===== src/rtl/rom_read_arbiter.sv =====
// Two-channel read front end for a dual-port ROM: round-robin arbitration, one ROM port enabled per cycle.
// Latency: accept to rsp_valid is 3 cycles uncontended, 4 for the arbitration loser; rsp held stable while rsp_ready is low.
module rom_read_arbiter #(
    parameter int ADDR_W = 3,
    parameter int DATA_W = 4
) (
    input  logic              clk,
    input  logic              rst,
    input  logic              req_valid_a,
    input  logic [ADDR_W-1:0] req_addr_a,
    output logic              req_ready_a,
    input  logic              req_valid_b,
    input  logic [ADDR_W-1:0] req_addr_b,
    output logic              req_ready_b,
    output logic              rsp_valid_a,
    output logic [DATA_W-1:0] rsp_data_a,
    input  logic              rsp_ready_a,
    output logic              rsp_valid_b,
    output logic [DATA_W-1:0] rsp_data_b,
    input  logic              rsp_ready_b,
    output logic              ena,
    output logic [ADDR_W-1:0] addra,
    input  logic [DATA_W-1:0] data_outa,
    output logic              enb,
    output logic [ADDR_W-1:0] addrb,
    input  logic [DATA_W-1:0] data_outb
);
    typedef enum logic [1:0] {IDLE, PEND, ISSUED, RESP} state_t;

    localparam logic RR_A = 1'b0;
    localparam logic RR_B = 1'b1;

    state_t            st_a, st_b, nxt_a, nxt_b;
    logic [ADDR_W-1:0] pend_addr_a, pend_addr_b, nxt_pend_a, nxt_pend_b;
    logic              rr_last, nxt_rr, gnt_a, gnt_b;

    assign req_ready_a = (st_a == IDLE);
    assign req_ready_b = (st_b == IDLE);

    // Grants are computed for the next cycle so ena/enb can be registered and
    // still rise in the first PEND cycle; a high ena means "granted this cycle".
    always_comb begin
        nxt_a      = st_a;
        nxt_pend_a = pend_addr_a;
        case (st_a)
            IDLE: begin
                if (req_valid_a) begin
                    nxt_a      = PEND;
                    nxt_pend_a = req_addr_a;
                end
            end
            PEND:    if (ena) nxt_a = ISSUED;
            ISSUED:  nxt_a = RESP;
            RESP:    if (rsp_ready_a) nxt_a = IDLE;
            default: nxt_a = IDLE;
        endcase

        nxt_b      = st_b;
        nxt_pend_b = pend_addr_b;
        case (st_b)
            IDLE: begin
                if (req_valid_b) begin
                    nxt_b      = PEND;
                    nxt_pend_b = req_addr_b;
                end
            end
            PEND:    if (enb) nxt_b = ISSUED;
            ISSUED:  nxt_b = RESP;
            RESP:    if (rsp_ready_b) nxt_b = IDLE;
            default: nxt_b = IDLE;
        endcase

        // rr_last only moves when a genuine tie was resolved this cycle.
        nxt_rr = (st_a == PEND && st_b == PEND) ? (ena ? RR_A : RR_B) : rr_last;
        gnt_a  = (nxt_a == PEND) && (nxt_b != PEND || nxt_rr == RR_B);
        gnt_b  = (nxt_b == PEND) && (nxt_a != PEND || nxt_rr == RR_A);
    end

    always_ff @(posedge clk) begin
        if (rst) begin
            st_a        <= IDLE;
            st_b        <= IDLE;
            pend_addr_a <= '0;
            pend_addr_b <= '0;
            rr_last     <= RR_B;
            ena         <= 1'b0;
            enb         <= 1'b0;
            addra       <= '0;
            addrb       <= '0;
            rsp_valid_a <= 1'b0;
            rsp_valid_b <= 1'b0;
            rsp_data_a  <= '0;
            rsp_data_b  <= '0;
        end else begin
            st_a        <= nxt_a;
            st_b        <= nxt_b;
            pend_addr_a <= nxt_pend_a;
            pend_addr_b <= nxt_pend_b;
            rr_last     <= nxt_rr;
            ena         <= gnt_a;
            enb         <= gnt_b;
            if (gnt_a) addra <= nxt_pend_a;
            if (gnt_b) addrb <= nxt_pend_b;
            if (st_a == ISSUED) rsp_data_a <= data_outa;
            if (st_b == ISSUED) rsp_data_b <= data_outb;
            rsp_valid_a <= (nxt_a == RESP);
            rsp_valid_b <= (nxt_b == RESP);
        end
    end
endmodule


===== config.mk =====
export PLATFORM = sky130hd
export DESIGN_NAME = rom_read_arbiter
export DESIGN_NICKNAME = d
export VERILOG_FILES = /design/src/rtl/rom_read_arbiter.sv
export SDC_FILE = /design/constraint.sdc
export NUM_CORES = 1
export LEC_CHECK = 0
export CORE_UTILIZATION = 44
export DETAILED_ROUTE_END_ITERATION = 6
export PLACE_DENSITY = 0.81
export SLEW_MARGIN = 15
export SYNTH_ARGS = -nofsm -noshare
export SYNTH_HDL_FRONTEND = slang
export SYNTH_SLANG_ARGS = --single-unit

===== constraint.sdc =====
create_clock -name clk -period 2.01 [get_ports clk]
set_clock_uncertainty 0.1 [all_clocks]
set_input_delay 0.201 -clock clk [delete_from_list [all_inputs] [get_ports clk]]
set_output_delay 0.201 -clock clk [all_outputs]
set_load 0.005 [all_outputs]

* After elaboration in Yosys (flattened, before gate mapping)
Index checks and enable logic that the tools add are counted.
** Cells by class
- Eq/ne operators :: 12
- Multiplexer cells :: 14
- Bitwise gates (word level) :: 1
- Reductions and logical operators :: 7
** Operator list (count)
- 2-bit case mux with 4 select lines :: 2
- 2-bit == test, second input constant :: 6
- 2-bit two-way mux :: 6
- 3-bit two-way mux :: 4
- 2-bit by 1-bit == test with 1-bit output, second input constant :: 4
- 2-bit logical NOT :: 2
- 2-bit by 1-bit inequality test with 1-bit output, second input constant :: 2
- 1-bit logical AND :: 3
- 1-bit logical OR :: 2
- 1-bit two-way mux :: 2
- 1-bit NOT :: 1
** Storage, ports and cells
- Bits in registers :: 29
- Input bits :: 20
- Output and inout bits :: 20
- Logic and storage cells :: 47

* Logic depth before layout (Yosys ltp)
- Depth in word-level cells :: 6
- Mapped depth :: 5
- Gate-level depth less buffers :: 4

* Least setup slack after synthesis
Ideal clock, no wire load.
- Path kind :: reg2reg
- Start :: register st_b[1]
- End :: register addrb[0]
- Library setup time :: 0.123 ns
- Arrival time :: 1.476 ns
- Required time :: 1.787 ns
- Slack :: 0.311 ns
- Cell stages (with the launch flop) :: 6
- Path buffers :: 1
- Period minus slack after synthesis :: 1.699 ns
- Cell sequence :: dfxtp_1 buf_4 and4bb_1 mux2i_4 o21ai_4 mux2_1
** On the way
- Cells in the longest elaborated chain, start to end :: 6
- Elaborated cells on any way between the ends :: 15
- Classes of those cells :: eq/ne: 4; mux: 6; bitwise: 1; reduce/logical: 4
** RTL lines
- start, declared :: line 33 : state_t st_a, st_b, nxt_a, nxt_b;
- start signal, assigned :: line 96 : st_b <= nxt_b;
- parallel branches: the longest is 6 deep, another holds 2-bit case mux with 4 select lines
- end signal, assigned :: line 103 : if (gnt_b) addrb <= nxt_pend_b;
- end, declared :: line 25 : output logic [ADDR_W-1:0] addrb,
Several ways; the timed one is not identified.
A chain may end at the register's enable or synchronous reset.

* Worst setup path after layout
- Start :: register st_b[0]
- End :: output req_ready_b
** On the way
- Cells in the longest elaborated chain, start to end :: 1
** RTL lines
- 2-bit logical NOT :: line 38 : assign req_ready_b = (st_b == IDLE);
- end, declared :: line 14 : output logic req_ready_b,
Every way passes these cells.

==> run_results.csv <==
group,metric,value,unit
pwr,ir_drop,583.7,uV
clock_tree,clkLatencyLatePin,0.33,ns
sta,rsz0062_at_grt,"no",
global_routing,grt_max_degree,19,
placement,dpl_worst_slack,0.1434,ns
pwr,net-switching-power,0.3103,mW
sta,max_freq,584.5,MHz
clock_tree,cts_root_buf,"clkbuf_4",
route,routed_wl,2.272,mm
setup_path,cp-end-kind,"output port",
die,initial_utilization,46.95,%
worst_hold_path,hold_class,"input pin to flop",
pwr,p_seq_share,52.9,%
route,vias_per_cell,4.805,
global_routing,antenna_found_initial,0,
route,ant_nets,0,
run,max_cap_violations,0,
status,outcome,"complete, no violations",
setup_path,worst-path-buf-inv,2,
synth,yosysSeqAreaShare,49.47,%
synth,ys_types,23,
synth,synth_nets,134,
setup_path,cpMaxStageDelayCell,"clkdlybuf4s50_1",
die,die_area,2878,um2
sta,fin_ws,0.2992,ns
setup_path,reg2regPathDepth,5,
synth,netlist_area,1174,um2
sta,slew-limit-headroom,58.95,%
setup_path,ff2ff_setup_slack,0.38,ns
sta,tightest_slew,0.6139,ns
setup_path,cp_cell_sequence,"buf_4, nor2_1, clkdlybuf4s50_1",
layout,fin_area,1640,um2
sta,hold_viol,0,
die,rows,18,
worst_hold_path,hp-start,"rsp_ready_b",
sta,final-max-slew-violation-count,0,
pwr,p_int,0.8735,mW
pwr,power_leakage,0.7069,nW
placement,placed_area,1598,um2
global_routing,grt_pass1_wl,3.491,mm
pwr,pwr-share-comb,20.5,%
synth,netlist_instances,114,
setup_path,critPathLaunchType,"flop",
clock_tree,cts_htree_levels,2,
pwr,power_switching_share,26.21,%
placement,hpwl,1.685,mm
clock_tree,cts_tree,"built",
route,drtPass1Iterations,4,
sta,period_share,85.11,%
clock_tree,post-cts-setup-buffers,0,
route,vias,889,
global_routing,overflow,0,
setup_path,r2r_start,"st_b[0]",
layout,insertedDiodeCount,0,
synth,yosysWarnings,0,
die,die_x,53.65,um
global_routing,grt_usage,18.31,%
clock_tree,cts_sinks,29,
synth,ys_ff_latch,29,
worst_hold_path,worstHoldPathCells,2,
pwr,p_clk_share,26.6,%
sta,final-setup-viol-count,0,
clock_tree,cts_buffers,5,
die,coreArea,2500,um2
setup_path,crit_cells,3,
worst_hold_path,holdPathEnd,"rsp_valid_b",
synth,syn_avg_cell_area,10.29,um2
placement,numPortBuffers,39,
setup_path,required,1.71,ns
setup_path,reg2reg_to,"addrb[0]",
setup_path,critPathArrivalTime,1.41,ns
clock_tree,clk_path_buf_depth,2,
layout,final_core_util,65.62,%
layout,area_delta_synth_final,39.77,%
clock_tree,hold_buffers,0,
setup_path,critPathMaxStageDelay,0.51,ns
sta,setup_tns,0,ns
layout,nNetsFinal,176,
setup_path,crit_family,"buffers and inverters",
route,drc,0,
global_routing,grt_pass1_vias,819,
clock_tree,path_clk_slew,0.09,ns
pwr,powerDensity,721.7,nW/um2
setup_path,critPathMaxFanout,9,
sta,finalCriticalPeriod,1.711,ns
route,wl_per_cell,12.28,um
route,drtIter0Drc,8,
die,die_y,53.65,um
die,ioPinCount,40,
layout,drive_gt1_share,10.97,%
setup_path,critical_path_class,"flop to output port",
placement,place.gp.congestion,0.7043,
clock_tree,cts_resized,0,
-- cell families after synthesis --
| logic type | Yosys count | synth area share, % |
|---|---|---|
| AO/OA/AOI/OAI | 10 | 7.675 |
| flip-flops | 29 | 49.47 |
| multiplexers | 21 | 19.62 |
| AND/OR/NAND/NOR | 43 | 19.08 |
| buffers and inverters | 11 | 4.157 |
-- registers in the layout (all words and copies together) (netlist names), 2 cells and up --
| register | cells |
|---|---|
| pend_addr_b | 3 |
| rsp_data_a | 4 |
| pend_addr_a | 3 |
| st_a | 2 |
| rsp_data_b | 4 |
| st_b | 2 |
| addrb | 3 |
| addra | 3 |
-- how the worst max path moves through the flow --
stage                            from          end  slack [ns]
after floorplan               st_b[1]     addrb[0]        0.31
final                         st_b[0]  req_ready_b        0.30
after CTS                     st_b[0]  req_ready_b        0.29
after detailed placement  req_valid_a     addra[1]        0.14
after global placement    req_valid_a     addra[1]        0.18
after global routing          st_a[0]  req_ready_a        0.22
-- layer usage --
layer / vias up / part of all wire, % / GRT usage (%)
met1: 399 / 46 / 20.41
met5: - / 0 / 0
met3: 5 / 5.1 / 5.932
li1: 464 / - / -
met4: 0 / 1.6 / 15.79
met2: 21 / 47 / 27.92
-- metrics by stage --
| stage | instances | hold slack [ns] | total power [mW] |
|---|---|---|---|
| detailed placement | 179 | 0.3920 | 0.8830 |
| global route | 185 | 0.3410 | 1.243 |
| floorplan | 114 | 0.1967 | 0.7710 |
| CTS | 185 | 0.3458 | 1.195 |
| finish | 185 | 0.3519 | 1.184 |
| global placement | 179 | 0.3775 | 0.8770 |
-- cells in the mapped netlist --
cell type / count / area, um2
nand2b_1: 5 / 31.28
a211oi_1: 2 / 15.01
clkbuf_1: 4 / 15.01
nand2_1: 3 / 11.26
mux2i_1: 14 / 140.1
nor2_1: 21 / 78.83
a21o_1: 2 / 15.01
a21oi_4: 1 / 16.27
nor3b_2: 2 / 25.02
inv_1: 2 / 7.510
mux2i_4: 1 / 22.52
and3_1: 1 / 6.260
nor2b_1: 7 / 43.79
a21oi_1: 3 / 15.01
nor3_1: 3 / 15.01
mux2_1: 6 / 67.56
and4bb_1: 1 / 12.51
buf_2: 3 / 15.01
buf_4: 1 / 7.510
a211oi_2: 1 / 12.51
o21ai_4: 1 / 16.27
buf_1: 1 / 3.750
dfxtp_1: 29 / 580.6
-- power groups by stage --
stage / registers (mW) / clock network (mW) / logic (mW)
floorplan: 0.637 / 0 / 0.133
global placement: 0.638 / 0 / 0.239
detailed placement: 0.641 / 0 / 0.242
CTS: 0.627 / 0.323 / 0.245
global route: 0.631 / 0.348 / 0.264
finish: 0.627 / 0.315 / 0.242
-- cell usage in the layout, fill, tap and decap left out --
cell type / n
dfxtp_1: 29
clkdlybuf4s50_1: 39
mux2i_4: 1
nand2b_1: 5
nor2b_1: 7
nor3_1: 3
clkbuf_4: 5
a21oi_4: 1
o21ai_4: 1
nand2_1: 3
nor2_1: 21
a211oi_1: 2
clkinv_2: 1
and4bb_1: 1
mux2_1: 6
a21oi_1: 3
a21o_1: 2
a211oi_2: 1
inv_1: 2
buf_4: 5
and3_1: 1
mux2i_1: 14
nor3b_2: 2
-- worst register-to-register path: stages (launching register included) --
cell and delay, ns:
dfxtp_1 0.33, buf_4 0.16, nor2_1 0.07, a211oi_2 0.39
o21ai_4 0.13, mux2_1 0.33
-- cell type report --
cell class	count	area, um2
Multi-Input combinational cell	74	544.3
Clock buffer	5	37.54
Inverter	2	7.507
Sequential cell	29	580.6
Tap cell	30	37.54
Timing Repair Buffer	44	427.9
Fill cell	213	859.6
Clock inverter	1	5.005
No activity file was read; power rests on OpenSTA's default activity.
